$ cat src/rtl/uart_tx.sv
// 8N1 UART transmitter with a valid/ready input queue.
// Define UART_TX_FIFO_EN for a FIFO_DEPTH-entry FIFO; otherwise a single holding register is used.
module uart_tx #(
    parameter int CLKS_PER_BIT = 8,
    parameter int FIFO_DEPTH   = 4
) (
    input  logic                          clk,
    input  logic                          reset_n,
    input  logic [7:0]                    tx_data,
    input  logic                          tx_valid,
    output logic                          tx_ready,
    output logic                          tx,
    output logic                          tx_busy,
    output logic [$clog2(FIFO_DEPTH):0]   fifo_count
);

    localparam int AW = $clog2(FIFO_DEPTH);
    localparam int CW = AW + 1;
    localparam int TW = $clog2(CLKS_PER_BIT);

    typedef enum logic [1:0] {IDLE, START, DATA, STOP} state_t;

    state_t        state;
    logic [TW-1:0] timer;
    logic [2:0]    bit_idx;
    logic [7:0]    shreg;

    logic          fifo_empty;
    logic [7:0]    fifo_head;
    logic          push;
    logic          pop;
    logic          tc;

    assign tc   = (timer == TW'(CLKS_PER_BIT - 1));
    assign push = tx_valid && tx_ready;
    // Pop is issued from IDLE, or at the end of STOP so the next start bit follows without a gap.
    assign pop  = !fifo_empty && ((state == IDLE) || ((state == STOP) && tc));

`ifdef UART_TX_FIFO_EN
    logic [7:0]  mem [FIFO_DEPTH];
    logic [AW:0] wr_ptr;
    logic [AW:0] rd_ptr;
    logic        fifo_full;

    assign fifo_empty = (wr_ptr == rd_ptr);
    assign fifo_full  = (wr_ptr[AW] != rd_ptr[AW]) && (wr_ptr[AW-1:0] == rd_ptr[AW-1:0]);
    assign tx_ready   = !fifo_full;
    assign fifo_count = wr_ptr - rd_ptr;
    assign fifo_head  = mem[rd_ptr[AW-1:0]];

    always_ff @(posedge clk or negedge reset_n) begin
        if (!reset_n) begin
            wr_ptr <= '0;
            rd_ptr <= '0;
        end else begin
            if (push) wr_ptr <= wr_ptr + 1'b1;
            if (pop)  rd_ptr <= rd_ptr + 1'b1;
        end
    end

    always_ff @(posedge clk) begin
        if (push) mem[wr_ptr[AW-1:0]] <= tx_data;
    end
`else
    logic       hold_valid;
    logic [7:0] hold_data;

    assign fifo_empty = !hold_valid;
    assign tx_ready   = !hold_valid;
    assign fifo_count = CW'(hold_valid);
    assign fifo_head  = hold_data;

    // push needs an empty register and pop a full one, so they never coincide.
    always_ff @(posedge clk or negedge reset_n) begin
        if (!reset_n) begin
            hold_valid <= 1'b0;
            hold_data  <= '0;
        end else if (push) begin
            hold_valid <= 1'b1;
            hold_data  <= tx_data;
        end else if (pop) begin
            hold_valid <= 1'b0;
        end
    end
`endif

    always_ff @(posedge clk or negedge reset_n) begin
        if (!reset_n) begin
            state   <= IDLE;
            timer   <= '0;
            bit_idx <= '0;
            shreg   <= '0;
            tx      <= 1'b1;
            tx_busy <= 1'b0;
        end else begin
            case (state)
                IDLE: begin
                    timer   <= '0;
                    tx      <= 1'b1;
                    tx_busy <= 1'b0;
                    if (pop) begin
                        shreg   <= fifo_head;
                        state   <= START;
                        tx      <= 1'b0;
                        tx_busy <= 1'b1;
                    end
                end
                START: begin
                    if (tc) begin
                        timer   <= '0;
                        bit_idx <= '0;
                        state   <= DATA;
                        tx      <= shreg[0];
                    end else begin
                        timer <= timer + 1'b1;
                    end
                end
                DATA: begin
                    if (tc) begin
                        timer <= '0;
                        if (bit_idx == 3'd7) begin
                            state <= STOP;
                            tx    <= 1'b1;
                        end else begin
                            // tx is registered, so it takes the bit that lands in position 0 after the shift.
                            shreg   <= shreg >> 1;
                            bit_idx <= bit_idx + 1'b1;
                            tx      <= shreg[1];
                        end
                    end else begin
                        timer <= timer + 1'b1;
                    end
                end
                STOP: begin
                    if (tc) begin
                        timer <= '0;
                        if (pop) begin
                            shreg <= fifo_head;
                            state <= START;
                            tx    <= 1'b0;
                        end else begin
                            state   <= IDLE;
                            tx      <= 1'b1;
                            tx_busy <= 1'b0;
                        end
                    end else begin
                        timer <= timer + 1'b1;
                    end
                end
                default: begin
                    state   <= IDLE;
                    timer   <= '0;
                    tx      <= 1'b1;
                    tx_busy <= 1'b0;
                end
            endcase
        end
    end

endmodule

$ cat config.mk
export PLATFORM = sky130hd
export DESIGN_NAME = uart_tx
export DESIGN_NICKNAME = d
export VERILOG_FILES = /design/src/rtl/uart_tx.sv
export SDC_FILE = /design/constraint.sdc
export NUM_CORES = 1
export LEC_CHECK = 0
export ABC_CLOCK_PERIOD_IN_PS = 2700
export CORE_ASPECT_RATIO = 2
export CORE_UTILIZATION = 45
export DETAILED_ROUTE_END_ITERATION = 6
export HOLD_SLACK_MARGIN = 0.1
export PLACE_DENSITY_LB_ADDON = 0.15
export RECOVER_POWER = 100
export SYNTH_ARGS = -nofsm -noshare
export SYNTH_HDL_FRONTEND = slang
export SYNTH_SLANG_ARGS = --single-unit
$ cat constraint.sdc
create_clock -name clk -period 2.7 [get_ports clk]
set_clock_uncertainty 0.05 [all_clocks]
set_input_delay 0.405 -clock clk [delete_from_list [all_inputs] [get_ports clk]]
set_output_delay 0.405 -clock clk [all_outputs]
set_load 0.005 [all_outputs]
Word-level counts from Yosys, hierarchy flattened

Index checks and enable logic that the tools add are counted.

Word-level logic and storage cells: 68
Output and inout port bits: 6
Bits of input ports: 11
Register bits after elaboration: 27

Reduce and logical (&&, ||, !) cells: 16
Mux-type cells: 30
Add/sub/neg operators: 2
Equal/unequal tests: 12

Operators with widths:

| operator                                             | count |
|---|---|
| 2-to-1 mux 8 bit                                     | 4 |
| case mux 8 bit (3 select lines)                      | 1 |
| inequality test 2 bit (second input constant)        | 7 |
| 2-to-1 mux 3 bit                                     | 4 |
| case mux 3 bit (2 select lines)                      | 2 |
| 2-to-1 mux 1 bit                                     | 11 |
| 2-to-1 mux 2 bit                                     | 5 |
| case mux 2 bit (4 select lines)                      | 1 |
| AND reduction 4 bit                                  | 2 |
| adder 3 x 1 -> 3 bit (second input constant)         | 2 |
| equality test 3 bit (second input constant)          | 2 |
| AND reduction 3 bit                                  | 2 |
| nonzero test 2 bit                                   | 3 |
| AND reduction 5 bit                                  | 1 |
| equality test 2 bit (second input constant)          | 2 |
| case mux 1 bit (4 select lines)                      | 1 |
| logical AND 1 bit                                    | 3 |
| nonzero test 3 bit                                   | 1 |
| OR reduction 3 bit                                   | 1 |
| equality test 2 x 1 -> 1 bit (second input constant) | 1 |
| zero test 2 bit                                      | 1 |
| case mux 1 bit (2 select lines)                      | 1 |
| zero test 1 bit                                      | 1 |
| logical OR 1 bit                                     | 1 |

Logic depth before layout (Yosys ltp)

Depth after elaboration: 7
Depth in mapped cells: 7
Gate-level depth less buffers: 6

Worst setup path after synthesis

OpenSTA, ideal clock, no wires.

Kind: register to register
Start point: register state[0]
End point: register shreg[0]
Buffers on the path: 1
Library setup time: 123 ps
Arrival: 1584 ps
Clock period less this slack: 1757 ps
Setup slack: 943 ps
Required time: 2527 ps
Stages on the path, launching flop included: 8
Path through: dfrtp_1 -> inv_1 -> ha_1 -> nor2b_2 -> a21oi_1 -> or3_1 -> buf_2 -> o221a_1

Longest elaborated chain between the ends: 7
Elaborated cells between the ends (all ways): 14
Those cells by class: eq/ne: 5; mux: 3; reduce/logical: 6

RTL lines:

| what                            | RTL line | text |
|---|---|---|
| start, declared                 | 23       | `state_t state;` |
| start signal, assigned          | 89       | `state <= IDLE;` |
| start signal, assigned          | 103      | `state <= START;` |
| start signal, assigned          | 112      | `state <= DATA;` |
| equality test 2 bit             | 37, 96   |  |
| logical AND 1 bit               | 37       | `assign pop = !fifo_empty && ((state == IDLE) \|\| ((state == STOP) && tc));` |
| logical OR 1 bit                | 37       |  |
| logical AND 1 bit               | 37       |  |
| 2-to-1 mux 8 bit (2 in series)  | --       |  |
| case mux 8 bit (3 select lines) | 96       | `case (state)` |
| end signal, assigned            | 102      | `shreg <= fifo_head;` |
| end signal, assigned            | 126      | `shreg <= shreg >> 1;` |
| end signal, assigned            | 138      | `shreg <= fifo_head;` |
| end, declared                   | 26       | `logic [7:0] shreg;` |

Parallel ways exist; a longest one is shown, timed or not. The select of a mux whose other input is x is not followed.
A chain may end at the register's enable or synchronous reset.

Worst setup path in the final report

Start point: register timer[0]
End point: register shreg[6]

Longest elaborated chain between the ends: 7
Elaborated cells between the ends (all ways): 10
Those cells by class: eq/ne: 3; mux: 3; reduce/logical: 4

RTL lines:

| what                            | RTL line | text |
|---|---|---|
| start, declared                 | 24       | `logic [TW-1:0] timer;` |
| start signal, assigned          | 115      | `timer <= timer + 1'b1;` |
| start signal, assigned          | 131      | `timer <= timer + 1'b1;` |
| start signal, assigned          | 147      | `timer <= timer + 1'b1;` |
| equality test 3 bit *           | 34       | `assign tc = (timer == TW'(CLKS_PER_BIT - 1));` |
| logical AND 1 bit               | 37       |  |
| logical OR 1 bit                | 37       |  |
| logical AND 1 bit               | 37       |  |
| 2-to-1 mux 8 bit (2 in series)  | --       |  |
| case mux 8 bit (3 select lines) | --       |  |

Every way passes the cells marked *; elsewhere a longest branch is shown, timed or not. The select of a mux whose other input is x is not followed.

==> qor.csv <==
stage,metric,value,unit
outcome,status,completed,
layout,area growth from synthesis to layout,12.8,%
floorplanning,Die Wd,41.1,um
hold_path,worst hold path type,register to register,
route,vias post-DR,928,
global_route,Overflow after GRT,0,
synthesis,Synth cell types,36,
cts,clock transition at the registers of the reported paths,0.09,ns
global_route,initial antenna violation count,0,
floorplanning,die area,3290,um^2
global_route,number of global-route vias before repair,950,
sta,total negative slack,0,ns
placed_design,buffers added on ports,14,
sta,Slew HR,5.15,%
synthesis,sequential share of the synthesized area,49.2,%
worst_setup_path,CP peak stage delay,0.52,ns
pwr,Leak,0.000663,uW
placed_design,RD Place Congestion,0.787,
cts,total CTS buffers,3,
sta,Slew Limit Fails,0,
cts,clk sinks,27,
synthesis,ys flop type,dfrtp_1,
sta,Max Freq,472,MHz
pwr,maximum VDD drop,0.000479,V
floorplanning,Die H,80.2,um
worst_setup_path,crit end category,register,
route,drt first-iter violations,10,
worst_setup_path,kind of cell adding the most delay to the critical path,compound AO/OA/AOI/OAI gates,
sta,RSZ-0062 raised after global routing,no,
placed_design,HPWL after DPL,2.05,mm
cts,# resized after CTS,0,
sta,Final Setup Violations,0,
cts,CTS tree,yes,
layout,fraction of final layout cells sized beyond drive strength 1,9.70,%
global_route,GRT Resource Usage Total,18.6,%
route,total routed wirelength,2.57,mm
synthesis,Syn Inst Count,120,
worst_setup_path,worst path bufs/invs,0,
cts,maximum clock path buffer count,2,
floorplanning,Rows,28,
cts,setup bufs post-CTS,0,
cts,H-tree levels,1,
synthesis,main area contributors after synthesis,"dfrtp_1 (47%), ha_1 (9.1%), mux2_2 (6.6%)",
sta,Final Hold Fails,0,
synthesis,largest area contributor in the netlist,dfrtp_1,
floorplanning,core area,2940,um^2
sta,fin worst setup slack,0.582,ns
global_route,first-pass GRT wire length,4.13,mm
synthesis,top cell type's share of synthesized area,47.3,%
sta,post-layout min period,2.12,ns
job,max-cap violations,0,
synthesis,register bit count reported by yosys,27,
synthesis,synth warn,0,
synthesis,Mean Syn Cell Area,11.5,um^2
worst_setup_path,crit-path cells,"ha_1, ha_1, a21oi_1, nand2b_1, a21oi_1, o221a_1",
synthesis,number of synthesized flops with an enable pin,0,
floorplanning,Starting Density,46.7,%
worst_setup_path,crit start category,register,
route,DRT Pass-1 Iters,4,
synthesis,Post-Syn Area,1380,um^2
cts,Hold Buf Count CTS,0,
route,DRC viols,0,
layout,antenna diode count,0,
worst_setup_path,crit path kind,register to register,
synthesis,Synth async-reset ratio,100,%
sta,fin crit share,78.5,%
worst_setup_path,Crit Path Max Fanout,10,
sta,worst slew pin tran,1.42,ns
cts,Clock Root Buffer,clkbuf_8,
worst_setup_path,slowest CP cell,a21oi_1,
placed_design,post-placement setup slack,0.705,ns
pwr,total power,1680,uW
layout,Nets,156,
cts,Clock Latency Late Sink,0.27,ns
global_route,largest net degree at the start of global routing,28,
layout,fin util,52.7,%
route,Via density,5.66,
worst_setup_path,critical path required time,2.86,ns
route,Wirelength per Cell,15.6,um
pwr,PwrDens,1090,nW/um^2
route,Routed Antenna Nets,0,
floorplanning,# IOs,17,
worst_setup_path,Crit path arrival time,2.28,ns
layout make-up:
type / count / area [um^2]
Timing Repair Buffer: 15 / 144
Fill cell: 297 / 1390
Inverter: 5 / 18.8
Multi-Input combinational cell: 83 / 629
Sequential cell: 27 / 677
Tap cell: 30 / 37.5
Clock buffer: 4 / 45.0
power breakdown:
group | switching, uW | leakage, uW | internal, uW
Sequential | 120 | 0.000312 | 592
Clock | 123 | 0.0000228 | 106
Combinational | 371 | 0.000328 | 372
cells in the final DEF (no fill, tap or decap), types with 4 or more instances in the layout:
cell type / netlist / routed
nand2b_1: 7 / 8
mux2_2: 8 / 8
ha_1: 10 / 10
nor2b_1: 3 / 4
clkdlybuf4s50_1: 0 / 9
nand2_1: 8 / 8
inv_1: 4 / 5
o221a_1: 6 / 6
o21ai_0: 8 / 8
dlygate4sd3_1: 0 / 5
a21oi_1: 3 / 4
dfrtp_1: 26 / 26
per-layer routing:
metal	vias up	wire length, um	global-route usage (%)
li1	450	-	-
met1	449	926	18.8
met2	18	1440	31.4
met3	11	47	1.93
met4	0	155	14.0
met5	-	0	0
cells by family after synthesis:
| kind of cell | Yosys count | synth area share [%] |
|---|---|---|
| AOI/OAI and AO/OA | 28 | 15.7 |
| adders and majority gates | 10 | 9.10 |
| buffers and inverters | 11 | 4.28 |
| DFF | 27 | 49.2 |
| muxes | 9 | 7.28 |
| other | 1 | 0.273 |
| and+or+nand+nor | 34 | 14.1 |
path summary, 6_finish.rpt:
path | from | endpoint | slack (ns) | cells past startpoint
worst max-delay path | timer[0] | shreg[6] | 0.58 | 6
worst min-delay path | timer[0] | timer[0] | 0.39 | 1
worst max register to register | timer[0] | shreg[6] | 0.58 | 6
worst min register to register | timer[0] | timer[0] | 0.39 | 1
max in group asynchronous | reset_n | tx_busy | 0.83 | 2
min in group asynchronous | reset_n | state[1] | 0.93 | 2
per-stage QoR:
stage / instance area [um^2] / std cells / hold WS, ns
after CTS: 1570 / 164 / 0.396
after global placement: 1520 / 160 / 0.373
after floorplan: 1380 / 121 / 0.0594
after global routing: 1550 / 164 / 0.403
final: 1550 / 164 / 0.393
after detailed placement: 1520 / 160 / 0.383
cells in the mapped netlist (2+ instances only):
cell type / instances
inv_1: 4
a21oi_1: 3
a22oi_1: 2
mux2_2: 8
nand2_1: 8
nor2b_1: 3
dfrtp_1: 26
o31ai_1: 2
ha_1: 10
nor2_1: 3
buf_4: 4
nand3_1: 3
o221a_1: 6
nand2b_1: 7
nor3_1: 2
buf_2: 2
o21ai_0: 8
worst reg2reg max path, cell delays in order, from the launching register on:
cell and delay, ns:
dfrtp_1 0.36, ha_1 0.15, ha_1 0.32, a21oi_1 0.14
nand2b_1 0.26, a21oi_1 0.52, o221a_1 0.27
registers in the layout (all words and copies together), names as in the netlist:
| name | flops |
|---|---|
| bit_idx | 3 |
| fifo_head | 8 |
| hold_valid | 1 |
| shreg | 8 |
| state | 2 |
| timer | 3 |
| tx | 1 |
| tx_busy | 1 |
Note: power is estimated with default switching activity, not from simulation.
